### config.mk
export PLATFORM = sky130hd
export DESIGN_NAME = seven_seg_scan_driver
export DESIGN_NICKNAME = d
export VERILOG_FILES = /design/src/rtl/seven_seg_scan_driver.sv
export SDC_FILE = /design/constraint.sdc
export NUM_CORES = 1
export LEC_CHECK = 0
export CAP_MARGIN = 5
export CORE_ASPECT_RATIO = 0.75
export CORE_MARGIN = 2
export CORE_UTILIZATION = 39
export DETAILED_ROUTE_END_ITERATION = 12
export PLACE_DENSITY = 0.56
export SYNTH_ARGS = -nofsm -noshare
export SYNTH_HDL_FRONTEND = slang
export SYNTH_SLANG_ARGS = --single-unit
### constraint.sdc
create_clock -name clk -period 4.5 [get_ports clk]
set_input_delay 0.9 -clock clk [delete_from_list [all_inputs] [get_ports clk]]
set_output_delay 0.9 -clock clk [all_outputs]
set_load 0.02 [all_outputs]
### src/rtl/seven_seg_scan_driver.sv
// seven_seg_scan_driver
//   Drives a 4-digit, common-anode, time-multiplexed seven-segment display.
//   A free-running converter (IDLE -> LOAD -> SHIFT x16 -> DONE -> LOAD ...)
//   samples the input word, optionally converts it to BCD with a sequential
//   double-dabble engine, and commits the result to the display registers
//   atomically. A refresh counter scans one digit every REFRESH_DIV cycles.
//
// Ports:
//   clk           system clock
//   rst           synchronous reset, active-high
//   value_in      16-bit word to display
//   decimal_point DP mask, bit i belongs to digit i (bit3 = leftmost)
//   bcd_mode      1 = show as decimal, 0 = show as 4 hex digits
//   segments      {g,f,e,d,c,b,a}, active-low
//   dp            decimal-point segment, active-low
//   anode         digit enables, active-low, anode[i] drives digit i
//   overflow      last committed BCD value exceeded 9999 (shown as 9999)
//   conv_busy     converter is in LOAD or SHIFT
module seven_seg_scan_driver #(
    parameter int unsigned REFRESH_DIV   = 100000,
    parameter bit          BLANK_LEADING = 1'b1
) (
    input  logic        clk,
    input  logic        rst,
    input  logic [15:0] value_in,
    input  logic [3:0]  decimal_point,
    input  logic        bcd_mode,
    output logic [6:0]  segments,
    output logic        dp,
    output logic [3:0]  anode,
    output logic        overflow,
    output logic        conv_busy
);

    localparam int unsigned CW = (REFRESH_DIV > 2) ? $clog2(REFRESH_DIV) : 1;

    typedef enum logic [1:0] {
        S_IDLE,
        S_LOAD,
        S_SHIFT,
        S_DONE
    } conv_state_t;

    conv_state_t state;

    // Converter working registers
    logic [19:0] bcd_scr;
    logic [15:0] bin_scr;
    logic [4:0]  shift_cnt;
    logic [15:0] cap_value;
    logic [3:0]  cap_dp;
    logic        cap_mode;
    logic [19:0] bcd_adj;

    // Committed display registers
    logic [15:0] digits_reg;
    logic [3:0]  dp_reg;
    logic        mode_reg;

    // Scan registers
    logic [CW-1:0] refresh_cnt;
    logic [1:0]    idx;
    logic [3:0]    blank_vec;
    logic [3:0]    cur_digit;

    function automatic logic [6:0] hex_font(input logic [3:0] d);
        logic [6:0] s;
        case (d)
            4'h0: s = 7'b1000000;
            4'h1: s = 7'b1111001;
            4'h2: s = 7'b0100100;
            4'h3: s = 7'b0110000;
            4'h4: s = 7'b0011001;
            4'h5: s = 7'b0010010;
            4'h6: s = 7'b0000010;
            4'h7: s = 7'b1111000;
            4'h8: s = 7'b0000000;
            4'h9: s = 7'b0010000;
            4'hA: s = 7'b0001000;
            4'hB: s = 7'b0000011;
            4'hC: s = 7'b1000110;
            4'hD: s = 7'b0100001;
            4'hE: s = 7'b0000110;
            default: s = 7'b0001110;
        endcase
        return s;
    endfunction

    // Double-dabble correction: every BCD nibble >= 5 gets +3 before the shift
    always_comb begin
        bcd_adj = bcd_scr;
        for (int unsigned n = 0; n < 5; n++) begin
            if (bcd_scr[4*n +: 4] >= 4'd5) begin
                bcd_adj[4*n +: 4] = bcd_scr[4*n +: 4] + 4'd3;
            end
        end
    end

    // Converter FSM; conv_busy is registered from the next state
    always_ff @(posedge clk) begin
        if (rst) begin
            state      <= S_IDLE;
            conv_busy  <= 1'b0;
            bcd_scr    <= '0;
            bin_scr    <= '0;
            shift_cnt  <= '0;
            cap_value  <= '0;
            cap_dp     <= '0;
            cap_mode   <= 1'b0;
            digits_reg <= '0;
            dp_reg     <= '0;
            mode_reg   <= 1'b0;
            overflow   <= 1'b0;
        end else begin
            case (state)
                S_IDLE: begin
                    state     <= S_LOAD;
                    conv_busy <= 1'b1;
                end
                S_LOAD: begin
                    cap_value <= value_in;
                    cap_dp    <= decimal_point;
                    cap_mode  <= bcd_mode;
                    bin_scr   <= value_in;
                    bcd_scr   <= '0;
                    shift_cnt <= 5'd16;
                    state     <= S_SHIFT;
                    conv_busy <= 1'b1;
                end
                S_SHIFT: begin
                    {bcd_scr, bin_scr} <= {bcd_adj, bin_scr} << 1;
                    shift_cnt          <= shift_cnt - 5'd1;
                    if (shift_cnt == 5'd1) begin
                        state     <= S_DONE;
                        conv_busy <= 1'b0;
                    end else begin
                        conv_busy <= 1'b1;
                    end
                end
                default: begin
                    // All display registers change in this single cycle
                    if (!cap_mode) begin
                        digits_reg <= cap_value;
                        overflow   <= 1'b0;
                    end else if (cap_value > 16'd9999) begin
                        digits_reg <= 16'h9999;
                        overflow   <= 1'b1;
                    end else begin
                        digits_reg <= bcd_scr[15:0];
                        overflow   <= 1'b0;
                    end
                    dp_reg    <= cap_dp;
                    mode_reg  <= cap_mode;
                    state     <= S_LOAD;
                    conv_busy <= 1'b1;
                end
            endcase
        end
    end

    // Leading-zero blanking: a digit blanks only if it and every digit to
    // its left are zero with no decimal point lit; digit 0 always shows.
    always_comb begin
        logic z3, z2, z1;
        z3 = (digits_reg[15:12] == 4'd0) && !dp_reg[3];
        z2 = z3 && (digits_reg[11:8] == 4'd0) && !dp_reg[2];
        z1 = z2 && (digits_reg[7:4] == 4'd0) && !dp_reg[1];
        blank_vec = '0;
        if (BLANK_LEADING && mode_reg) begin
            blank_vec = {z3, z2, z1, 1'b0};
        end
        cur_digit = digits_reg[4*idx +: 4];
    end

    // Refresh counter, digit index and registered pin outputs
    always_ff @(posedge clk) begin
        if (rst) begin
            refresh_cnt <= '0;
            idx         <= '0;
            anode       <= 4'b1111;
            segments    <= 7'h7F;
            dp          <= 1'b1;
        end else begin
            if (refresh_cnt == CW'(REFRESH_DIV - 1)) begin
                refresh_cnt <= '0;
                idx         <= idx + 2'd1;
            end else begin
                refresh_cnt <= refresh_cnt + 1'b1;
            end
            anode    <= ~(4'b0001 << idx);
            segments <= blank_vec[idx] ? 7'h7F : hex_font(cur_digit);
            dp       <= ~dp_reg[idx];
        end
    end

endmodule

# --- Yosys cells after proc, flatten, opt, wreduce, memory -nomap -nowiden ---
# Memory sizes are Yosys's and may differ from the RTL's. A register that Yosys moved wholly into a read port is not among the register bits.
# Index checks and enable logic that the tools add are counted.
op_classes:
  magnitude_cmp: 7
  n_div: 0
  mul: 0
  reduce_logical: 16
  eq_ne: 5
  muxes: 21
  add_sub_neg: 8
  bitwise: 2
  shifts: 2
ops:
  columns: ["cell", "n"]
  rows:
  - ["$pmux 20 s2", 1]
  - ["$mux 16", 2]
  - ["$pmux 16 s2", 1]
  - ["$ge 4x3->1 const B", 5]
  - ["$mux 4", 5]
  - ["$add 17x1->17 const B", 1]
  - ["$eq 17x17->1 const B", 1]
  - ["$add 4x2->4 const B", 4]
  - ["$gt 16x14->1 const B", 1]
  - ["$shiftx 16x5->4", 1]
  - ["$logic_not 4->1", 3]
  - ["$pmux 5 s2", 1]
  - ["$mux 1", 6]
  - ["$eq 5x1->1 const B", 1]
  - ["$logic_and 1x1->1", 5]
  - ["$sub 5x1->5 const B", 1]
  - ["$bmux 1 s2", 2]
  - ["$not 4->4", 1]
  - ["$pmux 2 s2", 1]
  - ["$reduce_or 2->1", 2]
  - ["$shl 1x2->4 const A", 1]
  - ["$add 3x2->3 const B", 1]
  - ["$logic_not 1->1", 3]
  - ["$lt 2x3->1 const B", 1]
  - ["10 further kinds", 10]
totals:
  n_memories: 1
  rom_bits: 112
  elab_cells: 78
  regBits: 111
  ram_bits: 0
  latchBits: 0
memory_table:
  columns: ["memory", "depth", "word_bits", "read_ports", "rd_clocked_by_memory_dff", "wr", "line_no", "rtl"]
  rows:
  - ["(name not given)", 16, 7, 1, 1, 0, "68", "case (d)"]

# --- Depth between registers and ports, before layout ---
depth:
  depth_word: 10
  mapped_depth: 8

# --- Least setup slack after synthesis ---
# No wires, ideal clock.
synth_timing:
  path_kind: "reg2reg"
  from: "register idx[0]"
  to: "register segments[3]"
  period_less_slack_ns: 2.127
  arrival_ns: 1.996
  setup_time_ns: 0.131
  path_slack_ns: 2.373
  path_stages_with_launch: 8
  path_cell_list: "dfxtp_1 buf_6 mux4_1 inv_1 ha_1 inv_1 mux4_2 nand2b_1"
synth_via:
  elab_chain_cells: 3
synth_lines:
  columns: ["element", "line_no", "rtl"]
  rows:
  - ["from (decl)", "62", "logic [1:0] idx;"]
  - ["from (signal assigned)", "186", "idx <= idx + 2'd1;"]
  - ["parallel branches: the longest is 3 deep, another holds $shiftx 16x5->4", null, null]
  - ["to (decl)", "28", "output logic [6:0] segments,"]
# Parallel ways; which one is timed is not known. The select of a mux whose other input is x is not followed.
# A chain may end at the register's enable or synchronous reset.

# --- Worst setup path in the final report ---
layout_timing:
  from: "register state[1]"
  to: "register digits_reg[6]"
layout_via:
  elab_chain_cells: 2
layout_lines:
  columns: ["element", "line_no", "rtl"]
  rows:
  - ["from (decl)", "44", "conv_state_t state;"]
  - ["from (signal assigned)", "102", "state <= S_IDLE;"]
  - ["from (signal assigned)", "117", "state <= S_LOAD;"]
  - ["from (signal assigned)", "127", "state <= S_SHIFT;"]
  - ["$eq 2x2->1 (tied with other cells)", "115", "case (state)"]
  - ["$reduce_or 3->1 (no line) (*)", null, null]
  - ["to (signal assigned)", "143", "digits_reg <= cap_value;"]
  - ["to (signal assigned)", "149", "digits_reg <= bcd_scr[15:0];"]
  - ["to (decl)", "56", "logic [15:0] digits_reg;"]
# Mark *: on every way between the ends. The rest lies on a longest branch, timed or not.

==> results.cfg <==
[run_status]
status = complete, no violations

[worst_setup_path]
critPathMaxStageDelay_ns = 0.79
crit_required_ns = 4.75
path_delay_family = adder cells
cp_num_cells = 4
start_kind = flop
r2r-end = digits_reg[6]
cpMaxStageDelayCell = ha_1
rr_worst_depth = 4
crit_arrival_ns = 2.83
critPathMaxFanout = 22
r2r_slack_ns = 1.92
critical_path_class = reg2reg
crit_path_end = digits_reg[6]
critPathLaunch = state[1]
r2r-start = state[1]
critPathBufInv = 1
end_kind = flop
crit_path_cell_trace = ha_1, clkinv_1, a221oi_1, nor3_1

[cells_and_area]
area_growth_pct = 20.3
regMostFlops = refresh_cnt
nets = 654
layout-drive-gt1-share = 0.0677
largest_reg_flops = 17
fin_util = 0.480
n_antenna_cell = 0

[routing]
dr_total_vias = 4113
vias_per_cell = 5.20
drc_errors = 0
drt_pre_antenna_iters = 5
drt_wl_total_mm = 11.5
routedWlPerCell_um = 14.5
drt_iter0_markers = 324
antenna_left = 0

[power_and_ir_drop]
power.share.clock = 0.400
p_seq_frac = 0.377
pwr-share-comb = 0.223
p_leak_nw = 2.29
p_int_mw = 2.33
p_switching_mw = 1.04
p_per_area_nw_per_um2 = 541
netSwitchingFraction = 0.308
peakVddDrop_uv = 259

[die]
rows = 36
die_h_um = 104
core_um2 = 13000
start_util = 0.399
dieArea_um2 = 14200
top_level_ports = 37
die_x_um = 137

[global_route]
first_global_vias = 3885
grt_pass1_wl_mm = 19.3
grtUsageTotal = 0.171
antenna_found_initial = 0
grt_max_degree = 86
grt_overflow = 0

[placed_design]
dp_hpwl_mm = 7.75
io_buffer_count = 36
place.gp.congestion = 0.808
pre_cts_ws_ns = 1.97

[worst_hold_path]
hold_path.class = reg2reg
hp-start = refresh_cnt[0]

[sta]
fmax_ghz = 0.388
rsz0062_at_grt = false
period_share = 0.573
post-route-min-period_ns = 2.58
slew_violations = 0
fin_ws_ns = 1.92
setup_tns_ns = 0
skew_ns = 0.00587
worstMarginPinSlew_ns = 1.05
whs_ns = 0.465
maxSlewHeadroom = 0.300
setup_viol = 0
hold_viol = 0

[synthesis]
yosysTopAreaCellShare = 0.441
syn-num-nets = 628
ys_types = 42
synth_common_cells = dfxtp_1, nor2_1, a21oi_1
async_flop_share = 0
synth-edff-count = 0
yosys.area.top_type = dfxtp_1
syn_area_per_cell_um2 = 8.90
ys_seq_elements = 114
synth-seq-area-share = 0.441
syn_area_um2 = 5170
synth_area_leaders = dfxtp_1, mux2i_1, nor2_1
synth_ff_type = dfxtp_1
ys_warn_count = 0
synth_most_common_cell = dfxtp_1
synth_cells = 581

[clock_network]
insertion_delay_ns = 0.41
cts.sink_count = 114
clk_pin_slew_ns = 0.05
cts_resized = 0
cts_tree = done
cts_setup_buffers = 0
cts_buffers = 17
htree_levels = 4
cts_buffer_depth = 2
clock-root-buffer = clkbuf_16
postCtsHoldBufs = 0

[job]
maxCapViolCount = 0
worst min-delay path by stage:
stage                                 to  slack (ns)  cells after the start
after floorplan           refresh_cnt[0]        0.43                      1
after global placement    refresh_cnt[0]        0.44                      1
after global routing       digits_reg[0]        0.49                      2
after CTS                 refresh_cnt[0]        0.47                      1
after detailed placement  refresh_cnt[0]        0.46                      1
final                     refresh_cnt[0]        0.47                      1
layout make-up:
cell class,count,area [µm²]
clock buffers,18,429
inverters,22,82.6
multi-input cells,412,2670
repair buffers,40,385
flip-flops and latches,114,2280
clock inverters,14,163
fillers,1214,6750
well taps,171,214
cell families (layout without fill, tap and decap cells):
| family | after synthesis | after routing | share of synthesized area |
|---|---|---|---|
| simple gates | 218 | 218 | 0.192 |
| flops | 114 | 114 | 0.441 |
| compound gates | 98 | 98 | 0.114 |
| buf+inv | 55 | 94 | 0.0435 |
| mux | 49 | 49 | 0.112 |
| fa+ha+maj | 24 | 24 | 0.0581 |
| xor+xnor | 23 | 23 | 0.0389 |
power by group through the flow:
stage | Combinational [mW] | Clock [mW] | Sequential, mW
4_1_cts | 0.753 | 1.37 | 1.27
3_5_place_dp | 0.749 | 0 | 1.29
3_3_place_gp | 0.729 | 0 | 1.28
5_1_grt | 0.844 | 1.42 | 1.29
2_1_floorplan | 0.585 | 0 | 1.26
6_report | 0.753 | 1.35 | 1.27
metrics by stage:
step,power [mW],cell area (µm²),std cells
2_1_floorplan,1.85,5170,581
3_3_place_gp,2.01,5630,759
3_5_place_dp,2.04,5630,759
4_1_cts,3.39,6220,791
5_1_grt,3.55,6220,791
6_report,3.37,6220,791
cells in the final DEF, fill, tap and decap left out, types with 2 or more instances in the layout:
master,instances
clkinv_2,5
nor3_1,19
buf_4,4
mux4_1,4
or3_1,2
o21ai_0,15
dfxtp_1,114
ha_1,24
nand2_1,29
a211oi_1,2
nor3b_1,5
inv_6,2
nor4b_1,2
and3_1,2
nor2b_1,3
o221ai_1,12
xor2_1,12
bufinv_16,3
clkbuf_16,17
nand2b_1,13
mux2i_1,43
a22oi_1,5
inv_1,21
clkinvlp_4,4
clkdlybuf4s50_1,35
or2_2,3
nor2_1,113
a221oi_1,8
nand3_1,11
mux4_2,2
nor4_1,3
and2_1,3
a21oi_1,52
xnor2_1,11
nand4_1,5
worst reg2reg max path: stages, from the launching register on:
cell and delay [ns]:
dfxtp_1 0.38, ha_1 0.79, clkinv_1 0.72, a221oi_1 0.44
nor3_1 0.10
per-layer routing:
| metal | track usage | part of all wire |
|---|---|---|
| met5 | 0 | 0 |
| met4 | 0.0648 | 0.011 |
| met3 | 0.0450 | 0.047 |
| met2 | 0.248 | 0.43 |
| met1 | 0.242 | 0.51 |
Note: power is estimated with default switching activity, not from simulation.
